## src/rtl/aes_stream_sequencer.sv

```systemverilog
// Bus-master front end for the aes register core: loads the key schedule,
// then turns each plaintext stream beat into one register-level encryption.
module aes_stream_sequencer #(
  parameter int POLL_LIMIT    = 64,
  parameter int SETTLE_CYCLES = 2
) (
  input  logic         clk,
  input  logic         reset,
  input  logic [255:0] key,
  input  logic         keylen,
  input  logic         key_load,
  output logic         key_ready,
  input  logic         in_valid,
  output logic         in_ready,
  input  logic [127:0] in_data,
  output logic         out_valid,
  input  logic         out_ready,
  output logic [127:0] out_data,
  output logic         busy,
  output logic         error,
  output logic         cs,
  output logic         we,
  output logic [7:0]   address,
  output logic [31:0]  write_data,
  input  logic [31:0]  read_data
);

  localparam logic [7:0]  ADDR_CTRL    = 8'h08;
  localparam logic [7:0]  ADDR_STATUS  = 8'h09;
  localparam logic [7:0]  ADDR_CONFIG  = 8'h0a;
  localparam logic [7:0]  ADDR_KEY0    = 8'h10;
  localparam logic [7:0]  ADDR_BLOCK0  = 8'h20;
  localparam logic [7:0]  ADDR_RESULT0 = 8'h30;
  localparam logic [15:0] POLL_LAST    = 16'(POLL_LIMIT - 1);
  localparam logic [15:0] SETTLE_LAST  = 16'(SETTLE_CYCLES - 1);

  typedef enum logic [3:0] {
    S_IDLE, S_KEY_WR, S_CFG_INIT, S_CTRL_INIT, S_SETTLE_INIT, S_POLL_INIT,
    S_READY, S_BLK_WR, S_CFG_ENC, S_CTRL_NEXT, S_SETTLE_ENC, S_POLL_VALID,
    S_RES_RD, S_OUT, S_ERROR
  } state_t;

  state_t         state_q, state_d;
  logic [15:0]    cnt_q, cnt_d;
  logic [255:0]   key_q, key_d;
  logic           keylen_q, keylen_d;
  logic [127:0]   block_q, block_d;
  logic [127:0]   result_q, result_d;
  logic           keyLoadOk;
  logic           inFire;
  logic [7:0]     keyBase;
  logic [6:0]     wordBase;

  always_ff @(posedge clk) begin
    if (reset) begin
      state_q  <= S_IDLE;
      cnt_q    <= '0;
      key_q    <= '0;
      keylen_q <= 1'b0;
      block_q  <= '0;
      result_q <= '0;
    end else begin
      state_q  <= state_d;
      cnt_q    <= cnt_d;
      key_q    <= key_d;
      keylen_q <= keylen_d;
      block_q  <= block_d;
      result_q <= result_d;
    end
  end

  always_comb begin
    state_d    = state_q;
    cnt_d      = cnt_q;
    key_d      = key_q;
    keylen_d   = keylen_q;
    block_d    = block_q;
    result_d   = result_q;
    cs         = 1'b0;
    we         = 1'b0;
    address    = 8'h00;
    write_data = 32'h0;
    keyBase    = {3'd7 - cnt_q[2:0], 5'd0};
    wordBase   = {2'd3 - cnt_q[1:0], 5'd0};
    keyLoadOk  = key_load && (state_q inside {S_IDLE, S_READY, S_ERROR});
    in_ready   = (state_q == S_READY) && !key_load;
    inFire     = in_valid && in_ready;

    case (state_q)
      S_KEY_WR: begin
        cs         = 1'b1;
        we         = 1'b1;
        address    = ADDR_KEY0 + {5'd0, cnt_q[2:0]};
        write_data = (!keylen_q && cnt_q[2]) ? 32'h0 : key_q[keyBase +: 32];
        cnt_d      = cnt_q + 16'd1;
        if (cnt_q[2:0] == 3'd7) begin
          state_d = S_CFG_INIT;
          cnt_d   = '0;
        end
      end
      S_CFG_INIT: begin
        cs         = 1'b1;
        we         = 1'b1;
        address    = ADDR_CONFIG;
        write_data = {30'b0, keylen_q, 1'b0};
        state_d    = S_CTRL_INIT;
      end
      S_CTRL_INIT: begin
        cs         = 1'b1;
        we         = 1'b1;
        address    = ADDR_CTRL;
        write_data = 32'h1;
        cnt_d      = '0;
        state_d    = (SETTLE_CYCLES == 0) ? S_POLL_INIT : S_SETTLE_INIT;
      end
      S_SETTLE_INIT: begin
        cnt_d = cnt_q + 16'd1;
        if (cnt_q == SETTLE_LAST) begin
          state_d = S_POLL_INIT;
          cnt_d   = '0;
        end
      end
      // Status is sampled at the edge that ends the read cycle.
      S_POLL_INIT: begin
        cs      = 1'b1;
        address = ADDR_STATUS;
        cnt_d   = cnt_q + 16'd1;
        if (read_data[0]) begin
          state_d = S_READY;
          cnt_d   = '0;
        end else if (cnt_q == POLL_LAST) begin
          state_d = S_ERROR;
          cnt_d   = '0;
        end
      end
      S_READY: begin
        if (inFire) begin
          block_d = in_data;
          state_d = S_BLK_WR;
          cnt_d   = '0;
        end
      end
      S_BLK_WR: begin
        cs         = 1'b1;
        we         = 1'b1;
        address    = ADDR_BLOCK0 + {6'd0, cnt_q[1:0]};
        write_data = block_q[wordBase +: 32];
        cnt_d      = cnt_q + 16'd1;
        if (cnt_q[1:0] == 2'd3) begin
          state_d = S_CFG_ENC;
          cnt_d   = '0;
        end
      end
      S_CFG_ENC: begin
        cs         = 1'b1;
        we         = 1'b1;
        address    = ADDR_CONFIG;
        write_data = {30'b0, keylen_q, 1'b1};
        state_d    = S_CTRL_NEXT;
      end
      S_CTRL_NEXT: begin
        cs         = 1'b1;
        we         = 1'b1;
        address    = ADDR_CTRL;
        write_data = 32'h2;
        cnt_d      = '0;
        state_d    = (SETTLE_CYCLES == 0) ? S_POLL_VALID : S_SETTLE_ENC;
      end
      S_SETTLE_ENC: begin
        cnt_d = cnt_q + 16'd1;
        if (cnt_q == SETTLE_LAST) begin
          state_d = S_POLL_VALID;
          cnt_d   = '0;
        end
      end
      S_POLL_VALID: begin
        cs      = 1'b1;
        address = ADDR_STATUS;
        cnt_d   = cnt_q + 16'd1;
        if (read_data[1:0] == 2'b11) begin
          state_d = S_RES_RD;
          cnt_d   = '0;
        end else if (cnt_q == POLL_LAST) begin
          state_d = S_ERROR;
          cnt_d   = '0;
        end
      end
      S_RES_RD: begin
        cs                   = 1'b1;
        address              = ADDR_RESULT0 + {6'd0, cnt_q[1:0]};
        result_d[wordBase +: 32] = read_data;
        cnt_d                = cnt_q + 16'd1;
        if (cnt_q[1:0] == 2'd3) begin
          state_d = S_OUT;
          cnt_d   = '0;
        end
      end
      S_OUT: begin
        if (out_ready) state_d = S_READY;
      end
      default: ;
    endcase

    // A key load restarts the schedule and wins over a coincident block.
    if (keyLoadOk) begin
      key_d    = key;
      keylen_d = keylen;
      state_d  = S_KEY_WR;
      cnt_d    = '0;
    end
  end

  assign busy      = !(state_q inside {S_IDLE, S_READY, S_ERROR});
  assign error     = (state_q == S_ERROR);
  assign key_ready = state_q inside {S_READY, S_BLK_WR, S_CFG_ENC, S_CTRL_NEXT,
                                     S_SETTLE_ENC, S_POLL_VALID, S_RES_RD, S_OUT};
  assign out_valid = (state_q == S_OUT);
  assign out_data  = result_q;

endmodule

```

## config.mk

```make
export PLATFORM = sky130hd
export DESIGN_NAME = aes_stream_sequencer
export DESIGN_NICKNAME = d
export VERILOG_FILES = /design/src/rtl/aes_stream_sequencer.sv
export SDC_FILE = /design/constraint.sdc
export NUM_CORES = 1
export LEC_CHECK = 0
export CAP_MARGIN = 20
export CORE_AREA = 2 2 235 237
export CTS_CLUSTER_SIZE = 28
export DETAILED_ROUTE_END_ITERATION = 6
export DIE_AREA = 0 0 237 239
export DONT_BUFFER_PORTS = 1
export SETUP_SLACK_MARGIN = 0.05
export SLEW_MARGIN = 20
export SYNTH_ARGS = -nofsm -noshare
export SYNTH_HDL_FRONTEND = slang
export SYNTH_SLANG_ARGS = --single-unit
```

## constraint.sdc

```tcl
create_clock -name clk -period 2.6 [get_ports clk]
set_clock_uncertainty 0.05 [all_clocks]
set_input_delay 0.39 -clock clk [delete_from_list [all_inputs] [get_ports clk]]
set_output_delay 0.39 -clock clk [all_outputs]
set_load 0.02 [all_outputs]
```

==> metrics.yaml <==
final_layout:
  nets: 3694
  drive_gt1_frac: 0.1479
  final_cells: 4026
  fin_area_sq_um: 32160
  fin_util: 0.5919
  area_growth_pct: 42.96
routing:
  drtIter0Drc: 1806
  drt_wl_total_mm: 90.12
  drtPass1Iterations: 5
  viasPerCell: 5.639
  drtAntennaViolNets: 0
  post_drt_wl_per_cell_um: 22.38
  num_vias: 22700
  drc: 0
synthesis:
  synthFlopType: "dfxtp_1"
  async_flop_share: 0
  netlist.top_cell.by_area: "dfxtp_1"
  yosysSeqAreaShare: 0.4743
  synth_area_sq_um: 22500
  yosys-top-cells-area: "dfxtp_1 47%, nand2_1 15%, a21oi_1 12%, mux4_2 9.6%, nand3_1 3.2%"
  synth_top_cell_area_share: 0.4743
  yosysWarningCount: 0
  synth.distinct_cells: 70
  synth_edf_count: 0
  postSynthAreaPerCell_sq_um: 8.247
  synth-seq-cells: 533
  netlist_instances: 2728
sta:
  hold_ws_ns: -0.1847
  slew_headroom: 0.2653
  tightestPinTransition_ns: 1.102
  worst_slack_ns: -0.3352
  period_minus_slack_ns: 2.935
  rsz0062_at_grt: "yes"
  drv_slew: 0
  hold_violations: 119
  fin_crit_sh: 1.129
  finalSetupViolCount: 32
  fmax_ghz: 0.3407
die:
  io_pins: 597
  die_width_um: 237
  start_util: 0.4140
  dieArea_sq_um: 56640
  die_h_um: 239
  core_area_sq_um: 54340
  rows: 86
place:
  dp_cells: 3334
  io_buffers: 0
  dpl-instance-area_sq_um: 23760
  dpl.hpwl_mm: 55.75
  gp_congestion: 0.8881
run_status:
  outcome: "finished with violations"
  violations: "hold timing, setup timing"
grt:
  antenna_found_initial: 16
  grt_pass1_vias: 22430
  grtUsageTotal: 0.2958
  grt_pass1_wl_mm: 129.9
  grt_overflow: 0
  grt_max_degree: 518
worst_setup_path:
  slowest_stage: "mux4_2"
  cp.buffers_inverters: 4
  worstSetupStartpoint: "cnt_q[0]"
  crit_type: "register to primary output"
  cp-start-kind: "register"
  r2r_cells: 7
  reg2reg_from: "state_q[1]"
  cp.depth: 7
  cp_common_cell: "buf_12"
  worst_setup_path_end_kind: "primary output"
  r2r_slack_ns: 0.05
  cp.required_ns: 2.16
  cp_top_family: "buffers and inverters"
  crit_fanout: 7
  cpPeakStageDelay_ns: 0.55
  arrival_ns: 2.50
  reg2reg_to: "block_q[38]"
  crit_chain: "buf_12, buf_12, buf_16, mux4_2, a22oi_2, o22ai_2, buf_6"
  crit_path_end: "write_data[25]"
clock_network:
  cts_tree: "yes"
  cts_made_buffers: 56
  path_clk_slew_ns: 0.07
  clockBufferDepth: 3
  cts_sinks: 533
  clockRootBuffer: "clkbuf_16"
  htree_levels: 2
  clkLatencyLatePin_ns: 0.62
power_and_ir_drop:
  ir_worst_vdd_mv: 0.6388
  leakage_nw: 11.67
  power.density_nw_per_um2: 592.3
worst_hold_path:
  hold_class: "input port to register"
job:
  max-cap-violations: 0
[registers in the layout (all words and copies together) (netlist names)]
register  count
key_q       256
block_q     128
out_data    128
cnt_q        16
state_q       4
keylen_q      1
[final cells by class]
class                      count  area [sq um]
fill                        4471         22180
clock buffer                  80          1653
multi-input combinational   1918         11010
timing repair buffer         716          7468
sequential                   533         10690
clock inverter                19         264.0
inverter                      41         157.7
tap                          704         880.8
antenna                       15         37.54
[worst reg2reg max path: cells and delay by family, from the launching register on]
kind	cells	cell delay, ns
compound gates	1	0.09
buf+inv	3	1.05
flops	1	0.36
simple gates	3	0.88
[cells in the final DEF (no fill, tap or decap), types with 5 or more instances in the layout]
cell | synthesis | final
mux4_2 | 96 | 96
inv_2 | 0 | 7
clkbuf_8 | 0 | 15
o31ai_1 | 5 | 5
and2_1 | 14 | 14
xnor2_1 | 9 | 9
buf_4 | 9 | 122
a22oi_2 | 0 | 27
dlygate4sd3_1 | 0 | 508
clkbuf_16 | 0 | 62
nand3_1 | 143 | 142
clkbuf_1 | 126 | 9
o22ai_1 | 32 | 19
a21oi_2 | 1 | 5
o21ai_0 | 15 | 15
buf_12 | 0 | 35
buf_6 | 4 | 36
a21oi_1 | 523 | 518
dfxtp_1 | 533 | 528
bufinv_16 | 0 | 5
nor4_1 | 5 | 5
o22ai_2 | 0 | 8
nand4_1 | 9 | 9
clkinv_2 | 0 | 8
nor2_1 | 22 | 17
o22ai_4 | 0 | 5
nand2_1 | 927 | 925
inv_1 | 40 | 32
diode_2 | 0 | 15
buf_16 | 0 | 7
[cells in the mapped netlist, types with 3 or more instances]
master    number
xnor2_1        9
o31ai_1        5
o21ai_0       15
buf_4          9
nand4_1        9
or3_1          5
nor3b_1        3
o22ai_1       32
buf_2         97
nand2_1      927
nor3_1         3
nor2_1        22
a21o_1         4
and2_1        14
inv_1         40
a22oi_1       30
or4_1          3
o221ai_1       3
clkbuf_1     126
nor4_1         5
dfxtp_1      533
nand3_1      143
a21oi_1      523
buf_6          4
a31oi_1        3
mux4_2        96
nor2b_1        3
ha_1           6
and2_0         3
nand2b_1       5
[cell families after synthesis]
group / share of synthesized area
other: 0.0001667
buffers and inverters: 0.05478
adder cells (fa/ha/maj): 0.003337
flip-flops: 0.4743
multiplexers: 0.09705
XOR/XNOR: 0.004283
AND/OR/NAND/NOR: 0.2116
AO/OA/AOI/OAI: 0.1545
[metal layers]
metal / up-vias / wire, um / track usage
met5: - / 16 / 0
met4: 2 / 5400 / 0.1680
met3: 341 / 7463 / 0.07714
met2: 1142 / 45040 / 0.5234
met1: 10840 / 32190 / 0.3214
li1: 10380 / - / -
[report_power, final]
part	switching [mW]	leakage, nW	internal, mW
logic	1.01	6.38	1.07
registers	0.143	4.34	8.41
clock network	3.50	0.948	4.92
total	4.65	11.7	14.4
[timing repair]
action                                  4_1_cts  5_1_grt
cloned                                        6        7
gates resized for setup                     106       42
pin swaps                                    40       15
buffers inserted                             37       23
hold buffers                                476       32
endpoints found under the setup margin       39      130
endpoints found under the hold margin       517      410
[per-stage QoR]
stage / total power, mW / worst slack, ns / TNS (ns)
6_report: 19.05 / -0.3352 / -8.152
3_5_place_dp: 9.998 / 0.04380 / 0
3_3_place_gp: 9.968 / 0.05983 / 0
5_1_grt: 19.62 / -0.4007 / -10.99
4_1_cts: 19.01 / -0.3491 / -9.553
2_1_floorplan: 9.613 / 0.1580 / 0
[worst min-delay path by stage]
stage,startpoint,end,slack (ns),cells past startpoint
after floorplan,block_q[32],block_q[32],0.38,2
after global placement,key_q[197],key_q[197],0.39,2
after detailed placement,block_q[22],block_q[22],0.39,2
after CTS,reset,key_q[130],-0.19,1
after global routing,reset,out_data[100],-0.17,1
final,reset,state_q[0],-0.18,1
(Power assumes the default switching activity.)
